$ cat src/rtl/spi_master_tx.sv
// SPI mode-0 master: shifts a WIDTH-bit word out on mosi MSB-first while capturing miso,
// with sclk and cs_n derived from Clk by a CLKDIV-cycle half-period counter.
module spi_master_tx #(
  parameter int WIDTH  = 8,
  parameter int CLKDIV = 4
) (
  input  logic             Clk,
  input  logic             reset,
  input  logic             start,
  input  logic [WIDTH-1:0] txData,
  input  logic             miso,
  output logic             sclk,
  output logic             cs_n,
  output logic             mosi,
  output logic             busy,
  output logic             done,
  output logic [WIDTH-1:0] rxData
);

  localparam int HW = (CLKDIV > 1) ? $clog2(CLKDIV) : 1;
  localparam int BW = $clog2(WIDTH);
  localparam logic [HW-1:0] HALF_LAST = HW'(CLKDIV - 1);
  localparam logic [BW-1:0] BIT_LAST  = BW'(WIDTH - 1);

  typedef enum logic [1:0] {IDLE, SETUP, SHIFT_HI, SHIFT_LO} state_t;

  state_t           state_q, state_d;
  logic [HW-1:0]    half_q, half_d;
  logic [BW-1:0]    bit_q, bit_d;
  logic [WIDTH-1:0] tx_q, tx_d;
  logic [WIDTH-1:0] rx_q, rx_d;
  logic [WIDTH-1:0] rx_data_q, rx_data_d;
  logic             sclk_q, sclk_d;
  logic             cs_n_q, cs_n_d;
  logic             mosi_q, mosi_d;
  logic             busy_q, busy_d;
  logic             done_q, done_d;

  always_ff @(posedge Clk or posedge reset) begin
    if (reset) begin
      state_q   <= IDLE;
      half_q    <= '0;
      bit_q     <= '0;
      tx_q      <= '0;
      rx_q      <= '0;
      rx_data_q <= '0;
      sclk_q    <= 1'b0;
      cs_n_q    <= 1'b1;
      mosi_q    <= 1'b0;
      busy_q    <= 1'b0;
      done_q    <= 1'b0;
    end else begin
      state_q   <= state_d;
      half_q    <= half_d;
      bit_q     <= bit_d;
      tx_q      <= tx_d;
      rx_q      <= rx_d;
      rx_data_q <= rx_data_d;
      sclk_q    <= sclk_d;
      cs_n_q    <= cs_n_d;
      mosi_q    <= mosi_d;
      busy_q    <= busy_d;
      done_q    <= done_d;
    end
  end

  always_comb begin
    state_d   = state_q;
    half_d    = half_q;
    bit_d     = bit_q;
    tx_d      = tx_q;
    rx_d      = rx_q;
    rx_data_d = rx_data_q;
    sclk_d    = sclk_q;
    cs_n_d    = cs_n_q;
    mosi_d    = mosi_q;
    busy_d    = busy_q;
    done_d    = 1'b0;

    case (state_q)
      IDLE: begin
        cs_n_d = 1'b1;
        sclk_d = 1'b0;
        busy_d = 1'b0;
        if (start) begin
          state_d = SETUP;
          cs_n_d  = 1'b0;
          busy_d  = 1'b1;
          mosi_d  = txData[WIDTH-1];
          tx_d    = txData;
          rx_d    = '0;
          bit_d   = '0;
          half_d  = '0;
        end
      end

      SETUP: begin
        if (half_q == HALF_LAST) begin
          half_d  = '0;
          sclk_d  = 1'b1;
          rx_d    = {rx_q[WIDTH-2:0], miso};
          state_d = SHIFT_HI;
        end else begin
          half_d = half_q + 1'b1;
        end
      end

      SHIFT_HI: begin
        if (half_q == HALF_LAST) begin
          half_d  = '0;
          sclk_d  = 1'b0;
          state_d = SHIFT_LO;
          // Next bit goes out on the falling edge so it is settled a full half-period before the rise.
          if (bit_q < BIT_LAST) begin
            tx_d   = tx_q << 1;
            mosi_d = tx_q[WIDTH-2];
          end
        end else begin
          half_d = half_q + 1'b1;
        end
      end

      SHIFT_LO: begin
        if (half_q == HALF_LAST) begin
          half_d = '0;
          if (bit_q < BIT_LAST) begin
            bit_d   = bit_q + 1'b1;
            sclk_d  = 1'b1;
            rx_d    = {rx_q[WIDTH-2:0], miso};
            state_d = SHIFT_HI;
          end else begin
            // Final low phase is the hold time after the last rise; frame ends here.
            cs_n_d    = 1'b1;
            busy_d    = 1'b0;
            done_d    = 1'b1;
            rx_data_d = rx_q;
            mosi_d    = 1'b0;
            state_d   = IDLE;
          end
        end else begin
          half_d = half_q + 1'b1;
        end
      end

      default: state_d = IDLE;
    endcase
  end

  assign sclk   = sclk_q;
  assign cs_n   = cs_n_q;
  assign mosi   = mosi_q;
  assign busy   = busy_q;
  assign done   = done_q;
  assign rxData = rx_data_q;

endmodule

$ cat config.mk
export PLATFORM = sky130hd
export DESIGN_NAME = spi_master_tx
export DESIGN_NICKNAME = d
export VERILOG_FILES = /design/src/rtl/spi_master_tx.sv
export SDC_FILE = /design/constraint.sdc
export NUM_CORES = 1
export LEC_CHECK = 0
export ABC_AREA = 1
export BUFFER_PORTS_ARGS = -buffer_cell sky130_fd_sc_hd__buf_4
export CAP_MARGIN = 20
export CORE_ASPECT_RATIO = 1.5
export CORE_MARGIN = 2
export CORE_UTILIZATION = 40
export CTS_CLUSTER_DIAMETER = 150
export DETAILED_ROUTE_END_ITERATION = 8
export GPL_TIMING_DRIVEN = 0
export MAX_ROUTING_LAYER = met4
export PLACE_DENSITY = 0.66
export RECOVER_POWER = 25
export SYNTH_ARGS = -nofsm -noshare
export SYNTH_HDL_FRONTEND = slang
export SYNTH_SLANG_ARGS = --single-unit
$ cat constraint.sdc
create_clock -name Clk -period 2.3 [get_ports Clk]
set_clock_uncertainty 0.1 [all_clocks]
set_input_delay 0.115 -clock Clk [delete_from_list [all_inputs] [get_ports Clk]]
set_output_delay 0.115 -clock Clk [all_outputs]
set_load 0.02 [all_outputs]
# --- After elaboration in Yosys (flattened, before gate mapping) ---
# Index checks and enable logic that the tools add are counted.
classes:
  order_cmp: 1
  add_sub_neg: 2
  n_mux: 42
  eq_ne: 11
  n_bitwise: 1
  reduce_logical: 14
op_table:
  columns: ["operator", "n"]
  rows:
  - ["2-to-1 mux 8 bit", 4]
  - ["case mux 8 bit (3 select lines)", 1]
  - ["2-to-1 mux 7 bit", 3]
  - ["2-to-1 mux 1 bit", 16]
  - ["AND reduction 4 bit", 4]
  - ["2-to-1 mux 2 bit", 7]
  - ["!= test 2 bit, second input constant", 7]
  - ["case mux 7 bit (2 select lines)", 1]
  - ["2-to-1 mux 3 bit", 3]
  - ["case mux 2 bit (4 select lines)", 1]
  - ["== test 2 bit, second input constant", 3]
  - ["case mux 3 bit (2 select lines)", 1]
  - ["AND reduction 3 bit", 2]
  - ["AND reduction 6 bit", 1]
  - ["nonzero test 3 bit", 2]
  - ["AND reduction 5 bit", 1]
  - ["case mux 1 bit (2 select lines)", 2]
  - ["case mux 1 bit (4 select lines)", 1]
  - ["case mux 2 bit (2 select lines)", 1]
  - ["nonzero test 2 bit", 2]
  - ["adder 3 x 1 -> 3 bit, second input constant", 1]
  - ["less-than comparator 3 bit, second input constant", 1]
  - ["case mux 1 bit (3 select lines)", 1]
  - ["OR reduction 3 bit", 1]
  - ["4 further kinds", 4]
totals:
  in_bits: 12
  out_inout_bits: 13
  register_bits: 35
  word_cells: 82

# --- Longest topological paths before layout ---
# Gate-level depths: netlist (run 1).
logic_depth:
  depth_word: 4
  depth_mapped: 9
  mapped_depth_nobuf: 9

# --- Worst setup path after synthesis (run 1) ---
# Ideal clock, no wire load.
synth_timing:
  path_kind: "reg2reg"
  startpoint: "register half_q[0]"
  endpoint: "register mosi_q, in the netlist mosi"
  required_time_ns: 2.083
  path_stages_with_launch: 10
  synth_period_minus_slack_ns: 1.438
  setup_ns: 0.117
  n_path_buf: 0
  slack_ns: 0.862
  t_arrival_ns: 1.221
  cell_sequence: "dfrtp_1 > ha_1 > inv_1 > nand3_1 > nand2_1 > inv_1 > nand2_2 > nand2_1 > nand2_1 > nand2_1"
synth_between:
  elab_chain_cells: 3
  elab_cells_between_ends: 4
  classes_between: "eq/ne (3); reduce/logical (1)"
synth_rtl:
  columns: ["element", "line", "rtl"]
  rows:
  - ["start: declaration", "28", "logic [HW-1:0] half_q, half_d;"]
  - ["start signal: assignment", "54", "half_q <= half_d;"]
  - ["== test 2 bit *", "109, 124", null]
  - ["!= test 2 bit (no line)", null, null]
  - ["AND reduction 6 bit (no line) *", null, null]
  - ["end signal: assignment", "61", "mosi_q <= mosi_d;"]
  - ["end: declaration", "35", "logic mosi_q, mosi_d;"]
# Mark *: on every way between the ends. The rest lies on a longest branch, timed or not.
# A chain may end at the register's enable or synchronous reset.

# --- Worst setup path after layout (run 1) ---
# Same ends and word-level chain as after synthesis.

==> reports/qor.txt, run 1 <==
STATUS
------------------------------------------------------------------------------------------
Outcome                                                                       complete, no violations

FLOORPLAN
------------------------------------------------------------------------------------------
Die Y                                                                             80.68 um
Placeable Area                                                                   3716 um^2
I/O pins                                                                                25
Die outline area                                                                 4446 um^2
Initial core utilization                                                            42.19%
Chip Width                                                                        55.12 um
Row count                                                                               27

CLOCK TREE
------------------------------------------------------------------------------------------
Clock edge transition at the registers on the reported setup and hold paths        0.07 ns
TritonCTS clock tree                                                                 built
Number of post-CTS setup repair buffers                                                  0
Total number of H-tree levels                                                            2
Cts bufs inserted                                                                        5
Maximum buffer depth of the clock tree                                                   2
Source-to-sink clock delay at the later pin of the worst-skew pair                 0.29 ns
Sink Count                                                                              35
Root Driver                                                                       clkbuf_8

LAYOUT
------------------------------------------------------------------------------------------
Commonest non-fill, non-tap cell in the layout                                     nand2_1
Area Growth Syn to Fin                                                              24.82%
Number of diodes                                                                         0
Final layout net count                                                                 245
Commonest cells after routing, fill and taps aside                            nand2_1, dfrtp_1
Fraction of layout instances using a drive strength above 1                         12.07%
Post-route standard cell area excluding fillers                                  1957 um^2

MIN PATH
------------------------------------------------------------------------------------------
HP Class                                                                      input pin to flip-flop

DETAILED ROUTING
------------------------------------------------------------------------------------------
Met1 WL                                                                           1.422 mm
Iteration count of the initial detailed-routing pass                                     6
Antenna Violating Nets Remaining                                                         0
Met2 wire length                                                                  1.556 mm
Post-route DRC violation count                                                           0
Mean number of vias per cell                                                         4.764
Average wire length per cell after detail routing                                 11.52 um
Highest metal used                                                                    met4
Via total after detailed routing                                                     1,310
Routed wire length on met3                                                          114 um
Initial DRC count                                                                       49
Sum of routed wire length over all layers                                         3.169 mm

CRITICAL PATH
------------------------------------------------------------------------------------------
Startpoint of the most critical register-to-register path                     half_q[0]$_DFFE_PP0P_
Setup slack, reg-to-reg                                                            0.65 ns
Crit-path max FO                                                                        10
Sort of element at the end of the critical path                                  flip-flop
Worst EP required                                                                  2.38 ns
Critical path destination                                                     mosi$_DFFE_PP0P_
Reg-to-reg critical path endpoint                                             mosi$_DFFE_PP0P_
Worst setup path startpoint                                                   half_q[0]$_DFFE_PP0P_
CP Data Arrival Time                                                               1.73 ns
Worst-case reg-to-reg path depth                                                         9
Kind of start point of the critical path                                         flip-flop
Worst setup path category                                                     flip-flop to flip-flop

FLOW RUN
------------------------------------------------------------------------------------------
Max-Cap Viols                                                                            0

PWR
------------------------------------------------------------------------------------------
Largest voltage drop on the vdd net                                              0.8621 mV
Leak                                                                           0.001043 uW
Power Dens Cells                                                              1237 nW/um^2

PLACE
------------------------------------------------------------------------------------------
Final Wtd Congestion                                                                0.8830
Total cell area at the placement stage                                           1829 um^2
Detailed Place HPWL                                                               2.263 mm
Port bufs                                                                               24
Setup slack at placement                                                         0.6633 ns

SYNTHESIS
------------------------------------------------------------------------------------------
Cell area after technology mapping                                               1568 um^2
Compound-Gate Fraction of Synth Area                                                6.305%
Number of synthesis warnings                                                             0
Share of synthesized cell area in full adder, half adder and majority cells         1.596%
Average cell area after synthesis                                               8.040 um^2
Post-synth cell types                                                                   18
Post-synthesis sequential area ratio                                                55.95%
Portion of netlist area occupied by mux cells                                           0%
Cells after synthesis                                                                  195
Combinational family with the most area after synthesis                       simple AND/OR/NAND/NOR gates
Synth Register Bits                                                                     35
Simple-gate area share of the yosys netlist                                         31.68%
Parity-gate share of the synthesized area counting xor and xnor cells                   0%
Syn Nets                                                                               209

STA
------------------------------------------------------------------------------------------
Final hold violation count                                                               0
Fin crit share                                                                      71.75%
Achievable frequency                                                             606.0 MHz
Final setup viols                                                                        0
Crit path setup slack, layout                                                    0.6498 ns
Setup Total Neg Slack                                                                 0 ns
Slew at the pin with the worst max-slew slack                                    0.7813 ns
Setup repair after global routing missed its margin                                     no
Final Slew Violations                                                                    0
Headroom to the max-slew limit                                                      47.86%
Worst hold slack across all endpoints                                           0.03675 ns
Final critical path time including I/O delays and setup                           1.650 ns

GRT
------------------------------------------------------------------------------------------
Combined global-route utilization of all metal layers                               16.91%
First-pass GRT wire length                                                        5.223 mm
Congestion Overflow GR                                                                   0
Initial antenna violation count                                                          0
Maximum number of pins on one net before global-route repair                            19
Number of global-route vias before repair                                            1,205

==> metrics by stage <==
stage	utilization [%]	power (uW)	cells
floorplan	-	1556	195
global placement	48.48	1767	262
detailed placement	49.23	1793	263
CTS	53.97	2475	275
global route	52.66	2620	275
finish	52.66	2420	275
==> critical path, stage by stage, from the launching register on <==
cell,delay (ns)
dfrtp_1,0.39
ha_1,0.24
inv_1,0.14
nand3_1,0.09
nand2_1,0.09
inv_1,0.12
nand2_2,0.19
nand2_1,0.07
nand2_1,0.06
nand2_1,0.05
==> cells in the mapped netlist, drive strengths merged <==
cell type	n	area share, %
a21oi	4	1.3
a22o	1	0.56
buf	3	1.1
clkinv	1	0.24
dfrtp	34	54
dfstp	1	1.7
ha	2	1.6
inv	13	3.1
nand2	103	25
nand3	14	4.8
nand3b	1	0.48
nor2	4	1.4
o21ai	14	4.5
==> power by group <==
| part | switching (uW) | internal (uW) |
|---|---|---|
| Combinational | 540 | 273 |
| Sequential | 126 | 813 |
| Clock | 234 | 432 |
| Total | 901 | 1520 |
==> flip-flops by register name (all words and copies together), names as in the netlist <==
| signal | cells |
|---|---|
| bit_q | 3 |
| busy | 1 |
| cs_n | 1 |
| done | 1 |
| half_q | 2 |
| mosi | 1 |
| rxData | 8 |
| rx_q | 8 |
| sclk | 1 |
| state_q | 2 |
| tx_q | 7 |
==> final cells by class <==
class,instances,area [um^2]
buffer,3,17.52
clock buffer,5,68.82
clock inverter,3,67.56
fill,382,1759
inverter,14,52.55
multi-input combinational,143,620.6
sequential,35,877.1
tap,43,53.80
timing repair buffer,29,198.9
==> cells by family (layout without fill, tap and decap cells) <==
logic type / count (synthesis) / after routing
flip-flops: 35 / 35
adder cells (fa/ha/maj): 2 / 2
buffers and inverters: 17 / 54
AND/OR/NAND/NOR: 122 / 122
AO/OA/AOI/OAI: 19 / 19
==> worst min-delay path by stage <==
stage                         start  cells past startpoint                     to  slack [ns]
final                     txData[2]                      5    tx_q[2]$_DFFE_PP0P_        0.04
after global routing      txData[2]                      5    tx_q[2]$_DFFE_PP0P_        0.06
after CTS                 txData[2]                      5    tx_q[2]$_DFFE_PP0P_        0.03
after detailed placement      reset                      2  rxData[1]$_DFFE_PP0P_        0.21
after global placement        start                      3       busy$_DFFE_PP0P_        0.26
after floorplan               start                      2       busy$_DFFE_PP0P_        0.16
==> per-layer routing <==
layer / GRT usage, % / up-vias
li1: - / 683
met3: 3.903 / 7
met1: 19.37 / 594
met4: 9.512 / 0
met2: 26.43 / 26
met5: - / -
==> what timing repair did <==
item,CTS,global route
hold buffers,4,0
setup endpoints to repair,0,0
endpoints found under the hold margin,19,0
gates resized for setup,0,0
(Power assumes the default switching activity.)
==> run 2, diff against run 1 <==
==> constraint.sdc (replaced) <==
create_clock -name Clk -period 1.7 [get_ports Clk]
set_clock_uncertainty 0.1 [all_clocks]
set_input_delay 0.085 -clock Clk [delete_from_list [all_inputs] [get_ports Clk]]
set_output_delay 0.085 -clock Clk [all_outputs]
set_load 0.02 [all_outputs]
==> run 2 against run 1 <==
Compared with the run above:
- count of clock-buffer cells in the layout did not move
- combinational power is 38% higher
- sequential share of layout area down 0.11 points
- cell area rose by 0.26%
- register-to-register slack lost 0.49 ns
- power up 36%
- die area unchanged
- clock power up 35%
- largest power group unchanged
- fmax up 6.9%
- critical path type unchanged
- hold slack got worse by 0.028 ns
==> reports/qor.txt, run 2 (synthesized netlist as in run 1, its figures left out) <==
STATUS
------------------------------------------------------------------------------------------
Outcome                                                                       complete, no violations

PLACE
------------------------------------------------------------------------------------------
Final Wtd Congestion                                                                0.8830   unchanged
Port bufs                                                                               24   unchanged
# placed instances                                                                     263   unchanged
Detailed Place HPWL                                                               2.263 mm   unchanged

GRT
------------------------------------------------------------------------------------------
Number of global-route vias before repair                                            1,205   unchanged
First-pass GRT wire length                                                        5.223 mm   unchanged
Combined global-route utilization of all metal layers                               16.91%   unchanged
Maximum number of pins on one net before global-route repair                            19   unchanged
Congestion Overflow GR                                                                   0   unchanged
Initial antenna violation count                                                          0   unchanged

CLOCK TREE
------------------------------------------------------------------------------------------
Clock edge transition at the registers on the reported setup and hold paths        0.07 ns   about the same
TritonCTS clock tree                                                                 built
Maximum buffer depth of the clock tree                                                   2   unchanged
Total number of H-tree levels                                                            2   unchanged
Cts bufs inserted                                                                        5   unchanged
Sink Count                                                                              35   unchanged
Root Driver                                                                       clkbuf_8
Source-to-sink clock delay at the later pin of the worst-skew pair                 0.29 ns   about the same

CRITICAL PATH
------------------------------------------------------------------------------------------
Worst path bufs/invs                                                                     2   unchanged
Family with the most delay on the worst path                                  simple AND/OR/NAND/NOR gates
Crit-path max FO                                                                        10   unchanged
Kind of start point of the critical path                                         flip-flop
Sort of element at the end of the critical path                                  flip-flop
Worst EP required                                                                  1.78 ns   -0.60 ns
Worst setup path category                                                     flip-flop to flip-flop
CP Data Arrival Time                                                               1.63 ns   -0.10 ns
Cell repeated most along the worst path                                            nand2_1
Largest stage delay on the critical path                                           0.39 ns   about the same
Series of cell instances along the critical path                              ha_1, inv_1, nand3_1, nand2_1, inv_2, nand2_4, nand2_1, nand2_1, nand2_1
Slowest cell on the critical path                                                  dfrtp_1

STA
------------------------------------------------------------------------------------------
Final Slew Violations                                                                    0   unchanged
Setup repair after global routing missed its margin                                     no
Final critical path time including I/O delays and setup                           1.544 ns   -0.1059 ns
Setup Total Neg Slack                                                                 0 ns   unchanged
Worst hold slack across all endpoints                                          0.008802 ns   -0.02794 ns
Final hold violation count                                                               0   unchanged
Final setup viols                                                                        0   unchanged
Headroom to the max-slew limit                                                      48.06%   +0.20 points
Slew at the pin with the worst max-slew slack                                    0.7782 ns   -0.003065 ns
Fin crit share                                                                      90.84%   +19 points
Achievable frequency                                                             647.5 MHz   +6.9%

LAYOUT
------------------------------------------------------------------------------------------
Final layout net count                                                                 245   unchanged
Fraction of layout instances using a drive strength above 1                         12.50%   +0.43 points
Multi-input combinational cell area                                             625.6 um^2   +0.81%
Area occupied by registers                                                      877.1 um^2   unchanged
Number of diodes                                                                         0   unchanged
Fillers                                                                                380   -0.52%
Commonest cells after routing, fill and taps aside                            nand2_1, dfrtp_1, nand3_1, o21ai_0, clkbuf_1
Final non-filler cell total                                                            275   unchanged
Area Growth Syn to Fin                                                              25.14%
Commonest non-fill, non-tap cell in the layout                                     nand2_1

FLOORPLAN
------------------------------------------------------------------------------------------
Die outline area                                                                 4446 um^2   unchanged
Die Y                                                                             80.68 um   unchanged
Chip Width                                                                        55.12 um   unchanged
Row count                                                                               27   unchanged
I/O pins                                                                                25   unchanged
Placeable Area                                                                   3716 um^2   unchanged
Initial core utilization                                                            42.19%   unchanged

DETAILED ROUTING
------------------------------------------------------------------------------------------
Post-route DRC violation count                                                           0   unchanged
Mean number of vias per cell                                                         4.745   -0.38%
Initial DRC count                                                                       49   unchanged
Antenna Violating Nets Remaining                                                         0   unchanged
Via total after detailed routing                                                     1,305   -0.38%
Sum of routed wire length over all layers                                         3.162 mm   -0.22%
Average wire length per cell after detail routing                                 11.50 um   -0.22%
Iteration count of the initial detailed-routing pass                                     6   unchanged

FLOW RUN
------------------------------------------------------------------------------------------
Max-Cap Viols                                                                            0   unchanged

PWR
------------------------------------------------------------------------------------------
Largest voltage drop on the vdd net                                               1.161 mV   +35%
Power Dens Cells                                                              1677 nW/um^2   +36%
Leak                                                                           0.001046 uW   +0.26%

MIN PATH
------------------------------------------------------------------------------------------
HP Class                                                                      input pin to flip-flop

run 2: tightest hold or removal path, cell delays in order:
cell and delay (ns):
buf_4 0.07, nand2_1 0.04, nand2_1 0.04, nand3_1 0.06, nand2_1 0.06
run 2: where the power goes:
group	leakage, uW	switching (uW)	total [uW]	internal, uW
clock	0.0000644	316	901	585
combinational	0.000527	742	1120	377
sequential	0.000454	171	1270	1100
total	0.00105	1230	3290	2060
run 2: layer usage:
| layer | vias to the layer above | share of wire [%] | GRT usage, % |
|---|---|---|---|
| met5 | - | 0 | - |
| met4 | 0 | 2.3 | 9.512 |
| met3 | 7 | 3.8 | 3.903 |
| met2 | 28 | 50 | 26.43 |
| met1 | 587 | 44 | 19.37 |
| li1 | 683 | - | - |
run 2: final cells by class:
class,count,area share [%]
inverter,14,2.679
tap,43,2.742
clock buffer,5,3.508
multi-input combinational,143,31.89
timing repair buffer,29,10.14
buffer,3,0.8929
clock inverter,3,3.444
sequential,35,44.71
run 2: what timing repair did:
item,in CTS,in global routing
hold buffers,4,0
endpoints found under the setup margin,0,6
resized for setup,0,2
endpoints found under the hold margin,19,0
setup buffers,0,0
run 2: worst paths after layout:
check,from,end,slack [ns],cells past startpoint
max reg2reg,half_q[0]$_DFFE_PP0P_,mosi$_DFFE_PP0P_,0.16,9
max in group asynchronous,reset,bit_q[0]$_DFFE_PP0P_,0.56,4
min,txData[2],tx_q[2]$_DFFE_PP0P_,0.009,5
min in group asynchronous,reset,rx_q[1]$_DFFE_PP0P_,0.39,3
max,half_q[0]$_DFFE_PP0P_,mosi$_DFFE_PP0P_,0.16,9
min reg2reg,cs_n$_DFFE_PP1P_,cs_n$_DFFE_PP1P_,0.36,2
run 2: through the flow:
stage          utilization, %  worst slack [ns]  power (uW)  cell area (um^2)
2_1_floorplan               -            0.2622        2105              1568
3_3_place_gp            48.48           0.05507        2390              1802
3_5_place_dp            49.23           0.06325        2426              1829
4_1_cts                 53.97           0.03943        3349              2006
5_1_grt                 52.79           0.02347        3563              1962
6_report                52.79            0.1557        3290              1962
